==> config.mk <==
export PLATFORM = sky130hd
export DESIGN_NAME = mem_xlate_ctrl
export DESIGN_NICKNAME = d
export VERILOG_FILES = /design/src/rtl/mem_xlate_ctrl_pkg.sv /design/src/rtl/mem_xlate_ctrl_lane_align.sv /design/src/rtl/mem_xlate_ctrl.sv
export SDC_FILE = /design/constraint.sdc
export NUM_CORES = 1
export LEC_CHECK = 0
export ABC_AREA = 0
export ABC_CLOCK_PERIOD_IN_PS = 3800
export BUFFER_PORTS_ARGS = -buffer_cell sky130_fd_sc_hd__clkbuf_2
export CAP_MARGIN = 0
export CELL_PAD_IN_SITES_DETAIL_PLACEMENT = 1
export CELL_PAD_IN_SITES_GLOBAL_PLACEMENT = 2
export CORE_MARGIN = 4
export CORE_UTILIZATION = 32
export DETAILED_ROUTE_END_ITERATION = 10
export PLACE_DENSITY_LB_ADDON = 0.15
export SETUP_SLACK_MARGIN = 0.4
export SLEW_MARGIN = 30
export SYNTH_ARGS = -nofsm -noshare
export SYNTH_HDL_FRONTEND = slang
export SYNTH_HIERARCHICAL = 1
export SYNTH_SLANG_ARGS = --single-unit
==> constraint.sdc <==
create_clock -name clock -period 3.8 [get_ports clock]
set_input_delay 0.19 -clock clock [delete_from_list [all_inputs] [get_ports clock]]
set_output_delay 0.19 -clock clock [all_outputs]
set_load 0.1 [all_outputs]
==> src/rtl/mem_xlate_ctrl_pkg.sv <==
// Shared types and constants for the MEM-stage translation/bus controller.
package mem_xlate_ctrl_pkg;

  typedef enum logic [1:0] {
    IDLE,
    XLATE,
    BUS,
    RESP
  } state_e;

  localparam logic [1:0] SIZE_B = 2'd0;
  localparam logic [1:0] SIZE_H = 2'd1;
  localparam logic [1:0] SIZE_W = 2'd2;

  localparam logic [4:0] EXC_MOD  = 5'd1;
  localparam logic [4:0] EXC_TLBL = 5'd2;
  localparam logic [4:0] EXC_TLBS = 5'd3;
  localparam logic [4:0] EXC_ADEL = 5'd4;
  localparam logic [4:0] EXC_ADES = 5'd5;
  localparam logic [4:0] EXC_DBE  = 5'd7;

  // Size code 3 behaves as a word access.
  function automatic logic misaligned(input logic [1:0] size, input logic [1:0] lo);
    case (size)
      SIZE_B:  return 1'b0;
      SIZE_H:  return lo[0];
      default: return lo != 2'b00;
    endcase
  endfunction

endpackage

==> src/rtl/mem_xlate_ctrl_lane_align.sv <==
// Byte-lane enables, store-data replication and load extraction/extension.
module mem_lane_align
  import mem_xlate_ctrl_pkg::*;
(
  input  logic [1:0]  size_i,
  input  logic [1:0]  lo_i,
  input  logic        signed_i,
  input  logic [31:0] wdata_i,
  input  logic [31:0] rdata_i,
  output logic [3:0]  sel_o,
  output logic [31:0] wdata_o,
  output logic [31:0] rdata_o
);

  logic [7:0]  byte_l;
  logic [15:0] half_l;

  always_comb begin
    sel_o   = '0;
    wdata_o = '0;
    rdata_o = '0;
    byte_l  = '0;
    half_l  = '0;
    case (size_i)
      SIZE_B: begin
        sel_o   = 4'b0001 << lo_i;
        wdata_o = {4{wdata_i[7:0]}};
        byte_l  = rdata_i[{lo_i, 3'b000} +: 8];
        rdata_o = {{24{signed_i & byte_l[7]}}, byte_l};
      end
      SIZE_H: begin
        sel_o   = lo_i[1] ? 4'b1100 : 4'b0011;
        wdata_o = {2{wdata_i[15:0]}};
        half_l  = lo_i[1] ? rdata_i[31:16] : rdata_i[15:0];
        rdata_o = {{16{signed_i & half_l[15]}}, half_l};
      end
      default: begin
        sel_o   = 4'b1111;
        wdata_o = wdata_i;
        rdata_o = rdata_i;
      end
    endcase
  end

endmodule

==> src/rtl/mem_xlate_ctrl.sv <==
// MEM-stage access controller: TLB translation, MIPS address/TLB exceptions, one bus transaction.
// Optional bus-ack timeout (DBE exception) enabled by defining BUS_TIMEOUT_EN.
module mem_xlate_ctrl
  import mem_xlate_ctrl_pkg::*;
#(
  parameter int unsigned TIMEOUT_CYCLES = 255
) (
  input  logic        clock,
  input  logic        reset,
  input  logic        req_valid,
  input  logic        req_we,
  input  logic [1:0]  req_size,
  input  logic        req_signed,
  input  logic [31:0] req_vaddr,
  input  logic [31:0] req_wdata,
  input  logic        flush,
  output logic        stall,
  output logic [31:0] tlb_vaddr,
  output logic        tlb_we,
  input  logic [31:0] tlb_paddr,
  input  logic        tlb_valid,
  input  logic        tlb_miss,
  output logic        bus_req,
  output logic        bus_we,
  output logic [31:0] bus_addr,
  output logic [3:0]  bus_sel,
  output logic [31:0] bus_wdata,
  input  logic        bus_ack,
  input  logic [31:0] bus_rdata,
  output logic        resp_valid,
  output logic [31:0] resp_rdata,
  output logic        exc_valid,
  output logic [4:0]  exc_code,
  output logic [31:0] exc_badvaddr
);

  state_e      state_q;
  logic [31:0] vaddr_q;
  logic        we_q;
  logic [1:0]  size_q;
  logic        signed_q;
  logic [31:0] wdata_q;
  logic [31:0] paddr_q;
  logic        flush_q;
  logic [31:0] rdata_q;
  logic        exc_valid_q;
  logic [4:0]  exc_code_q;
  logic [31:0] exc_badvaddr_q;

  logic        accept;
  logic        fault_d;
  logic [4:0]  fault_code_d;
  logic        in_bus;
  logic [3:0]  sel_w;
  logic [31:0] wrep_w;
  logic [31:0] load_w;

`ifdef BUS_TIMEOUT_EN
  localparam int unsigned CNT_W =
    ($clog2(TIMEOUT_CYCLES + 1) > 8) ? $clog2(TIMEOUT_CYCLES + 1) : 8;
  logic [CNT_W-1:0] cnt_q;
  logic             timeout;
  assign timeout = (cnt_q == CNT_W'(TIMEOUT_CYCLES - 1));
`endif

  mem_lane_align u_align (
    .size_i   (size_q),
    .lo_i     (paddr_q[1:0]),
    .signed_i (signed_q),
    .wdata_i  (wdata_q),
    .rdata_i  (bus_rdata),
    .sel_o    (sel_w),
    .wdata_o  (wrep_w),
    .rdata_o  (load_w)
  );

  always_comb begin
    fault_d      = 1'b0;
    fault_code_d = '0;
    if (misaligned(size_q, vaddr_q[1:0])) begin
      fault_d      = 1'b1;
      fault_code_d = we_q ? EXC_ADES : EXC_ADEL;
    end else if (!tlb_valid) begin
      fault_d      = 1'b1;
      fault_code_d = tlb_miss ? (we_q ? EXC_TLBS : EXC_TLBL) : EXC_MOD;
    end
  end

  // The exception pulse cycle sits in IDLE, so acceptance waits one more cycle.
  assign accept = !reset && (state_q == IDLE) && req_valid && !flush && !exc_valid_q;

  always_ff @(posedge clock) begin
    if (reset) begin
      state_q        <= IDLE;
      vaddr_q        <= '0;
      we_q           <= 1'b0;
      size_q         <= SIZE_B;
      signed_q       <= 1'b0;
      wdata_q        <= '0;
      paddr_q        <= '0;
      flush_q        <= 1'b0;
      rdata_q        <= '0;
      exc_valid_q    <= 1'b0;
      exc_code_q     <= '0;
      exc_badvaddr_q <= '0;
`ifdef BUS_TIMEOUT_EN
      cnt_q          <= '0;
`endif
    end else begin
      exc_valid_q <= 1'b0;
      case (state_q)
        IDLE: if (accept) begin
          vaddr_q  <= req_vaddr;
          we_q     <= req_we;
          size_q   <= req_size;
          signed_q <= req_signed;
          wdata_q  <= req_wdata;
          flush_q  <= 1'b0;
          state_q  <= XLATE;
        end
        XLATE: begin
          if (flush) begin
            state_q <= IDLE;
          end else if (fault_d) begin
            exc_valid_q    <= 1'b1;
            exc_code_q     <= fault_code_d;
            exc_badvaddr_q <= vaddr_q;
            state_q        <= IDLE;
          end else begin
            paddr_q <= tlb_paddr;
            state_q <= BUS;
`ifdef BUS_TIMEOUT_EN
            cnt_q   <= '0;
`endif
          end
        end
        BUS: begin
          if (bus_ack) begin
            rdata_q <= we_q ? '0 : load_w;
            flush_q <= 1'b0;
            state_q <= (flush || flush_q) ? IDLE : RESP;
          end else begin
`ifdef BUS_TIMEOUT_EN
            if (timeout) begin
              flush_q <= 1'b0;
              state_q <= IDLE;
              if (!(flush || flush_q)) begin
                exc_valid_q    <= 1'b1;
                exc_code_q     <= EXC_DBE;
                exc_badvaddr_q <= vaddr_q;
              end
            end else begin
              cnt_q <= cnt_q + 1'b1;
              if (flush) flush_q <= 1'b1;
            end
`else
            if (flush) flush_q <= 1'b1;
`endif
          end
        end
        RESP:    state_q <= IDLE;
        default: state_q <= IDLE;
      endcase
    end
  end

  assign in_bus       = (state_q == BUS);
  assign stall        = accept || (state_q == XLATE) || in_bus;
  assign tlb_vaddr    = vaddr_q;
  assign tlb_we       = we_q;
  assign bus_req      = in_bus;
  assign bus_we       = in_bus && we_q;
  assign bus_addr     = in_bus ? {paddr_q[31:2], 2'b00} : '0;
  assign bus_sel      = in_bus ? sel_w : '0;
  assign bus_wdata    = in_bus ? wrep_w : '0;
  assign resp_valid   = (state_q == RESP) && !flush;
  assign resp_rdata   = rdata_q;
  assign exc_valid    = exc_valid_q;
  assign exc_code     = exc_code_q;
  assign exc_badvaddr = exc_badvaddr_q;

endmodule

==> results.md <==
* CP Capture Type: output pin
* H-tree depth at 4
* Die Width at roughly 170 um
* Final #Nets at 1419
* Global Route Usage Sum at about a fifth
* Clock tree buffer depth at 2
* Met3 WL at 1.752 mm
* Diode count at 0
* Final count of pins violating max slew at 0
* Worst-Margin Slew at between 0.9 and 1 ns
* Area Overhead vs Synth at 36.15%
* Max-slew headroom at just under 40%
* CP arrival at ~2.7 ns
* Share of the clock period used by the worst path at 76.69%
* Syn avg cell area at roughly 9.4 um2
* Seq/Total Area, Yosys at about two fifths
* Initial Util at 32.49%
* Mapped Cells at approximately 930
* RSZ-0062 raised after global routing: false
* Worst-Skew Late Latency at between 0.4 and 0.5 ns
* Synth Warn # at 6
* Clock skew at between 0.01 and 0.015 ns
* Fin Hold WS at roughly 0.017 ns
* Initial antenna violation count at 2
* Setup crit start kind: flip-flop
* Ports at approximately 310
* DP HPWL at between 15 and 20 mm
* Port Buffer Count at about 310
* Vias per cell at between 4 and 5
* Wl on met1 at approximately 13 mm
* Reg clk slew, reported paths at ~0.080 ns
* Setup TNS at 0 ns
* Iteration-0 DRC count of the detailed router at between 300 and 400
* Number of global-route vias before repair at a little over 8000
* Final hold vios at 0
* Max Cap Viol at 0
* Hold Buf Count CTS at 92
* Kind of critical path: flip-flop to output pin
* Height of the die at between 150 and 200 um
* Async set or reset register ratio after synthesis at 0%
* # rows at 60
* Layout cell share with drive strength beyond 1 at roughly 30%
* Fill count at roughly 3200
* R2R setup slack at roughly 1.3 ns
* EDFF count, synth at 0
* Via count at around 7700
* Yosys cell types at between 50 and 60
* Post-CTS Repair Setup Buffers at 0
* Critical Path RT at approximately 3.6 ns
* Power per cell area at approximately 370 nW/um2
* CP Max Fanout at 38
* GP Congestion at roughly 0.75
* Metal2 WL at 13.04 mm
* Total congestion overflow at 0
* CTS tree: built
* Register bit total from synthesis at about 170
* Maximum clock rate at between 300 and 400 MHz
* Drt pass-1 iters at 4
* Antenna Violating Nets Remaining at 0
* Largest net degree at the start of global routing at 127
* Ys flop type: dfxtp_1
* Wire length per cell at 17.29 um
* CTS Buf Count at 17
* Top Layer Used: met5
* Cell Area, Synth at between 8000 and 9000 um2
* Root buf cell: clkbuf_16
* Pleak at ~5.3 nW
* Status: finished clean
* Core box area at 26950 um2
* Die ar. at 30070 um2
* Final Setup Violations at 0
* Drt total wl at 28.26 mm
* Clk sinks at ~170
* Worst Hold Class: input port to flip-flop
* Post-cts gate resize count at 0
* First-pass GRT wire length at ~46 mm
* Tmin final at 2.914 ns
* Worst VDD drop at approximately 190 uV
* DRC Markers at 0
## through the flow
step	instance area, um2	util [%]	power [W]	cells	setup slack, ns
global placement	10400	38.60	0.002520	1510	1.337
floorplan	8767	-	0.002361	935	0.8706
finish	11920	44.23	0.004360	1634	0.8857
CTS	11920	44.23	0.004444	1634	0.7695
global route	11920	44.23	0.004561	1634	0.6262
detailed placement	10400	38.60	0.002524	1510	1.266
## synth_stat cells, drive strengths merged (3+ instances only)
library cell	n	area, um2
o22ai	16	100.1
clkbuf	49	183.9
a21oi	36	180.2
a31oi	5	52.55
nand2	53	198.9
o21ai	12	60.05
nand2b	109	681.9
a22oi	8	60.06
or3b	3	26.28
and2	69	431.7
nor4	3	33.78
inv	30	112.6
a221o	7	70.07
nor3	3	20.02
buf	39	275.3
nor2	8	30.03
mux2i	93	930.9
nor2b	78	488.0
o21bai	4	33.78
nand3b	35	262.8
dfxtp	171	3423
nand4	3	18.77
o221ai	8	70.07
mux2	73	852.1
## where the power goes
group / total [W] / switching (W) / internal (W)
Sequential: 0.00188 / 0.0000453 / 0.00184
Clock: 0.00180 / 0.000861 / 0.000941
Combinational: 0.000673 / 0.000409 / 0.000264
## sequential cells by signal (all words and copies together), names as in the netlist
name	cells
exc_code	3
state_q	2
tlb_we	1
resp_rdata	32
tlb_vaddr	32
exc_valid	1
size_q	2
wdata_q	32
exc_badvaddr	32
flush_q	1
signed_q	1
paddr_q	32
## logic make-up after synthesis
kind of cell              count (synthesis)  synth area share, %
AOI/OAI and AO/OA                       105                8.160
buffers and inverters                   118                6.530
DFF                                     171                39.10
and+or+nand+nor                         369                25.45
other                                     1              0.04283
xor gates and xnor gates                  1               0.1000
muxes                                   167                20.62
## cell usage in the layout (no fill, tap or decap), types with 36 or more instances in the layout
| cell | n |
|---|---|
| dlygate4sd3_1 | 92 |
| a21oi_1 | 36 |
| nor2b_1 | 77 |
| dfxtp_1 | 170 |
| mux2_1 | 52 |
| clkbuf_2 | 308 |
| and2_1 | 69 |
| nand2_1 | 53 |
| nand2b_1 | 109 |
| mux2i_1 | 93 |
## per-layer routing
layer / vias to the layer above / global-route usage, %
met5: - / 0
met4: 4 / 3.957
met3: 20 / 5.453
met2: 204 / 30.77
met1: 3645 / 24.63
li1: 3820 / -
## final timing paths
path,startpoint,end,cells after the start
worst min register to register,resp_rdata[3]$_SDFFE_PP0P_,resp_rdata[3]$_SDFFE_PP0P_,2
worst min-delay path,tlb_paddr[21],paddr_q[21]$_SDFFE_PP0P_,3
worst max-delay path,state_q[1]$_SDFFE_PP0P_,bus_sel[3],4
worst max register to register,size_q[1]$_SDFFE_PP0P_,exc_badvaddr[3]$_SDFFE_PP0P_,4
## critical path, cell delays in order, from the launching register on
cell and delay [ns]:
dfxtp_1 0.54, nor2b_4 0.65, buf_4 0.42, and2_1 0.20, clkbuf_2 0.46
## cell type report
type                            count  area, um2  area share [%]
Multi-Input combinational cell    646       4790           40.18
Tap cell                          341      426.7           3.579
Inverter                           30      112.6          0.9446
Clock inverter                     15      171.4           1.438
Clock buffer                       17      425.4           3.568
Timing Repair Buffer              414       2571           21.57
Sequential cell                   171       3425           28.73
Note: power is estimated with default switching activity, not from simulation.
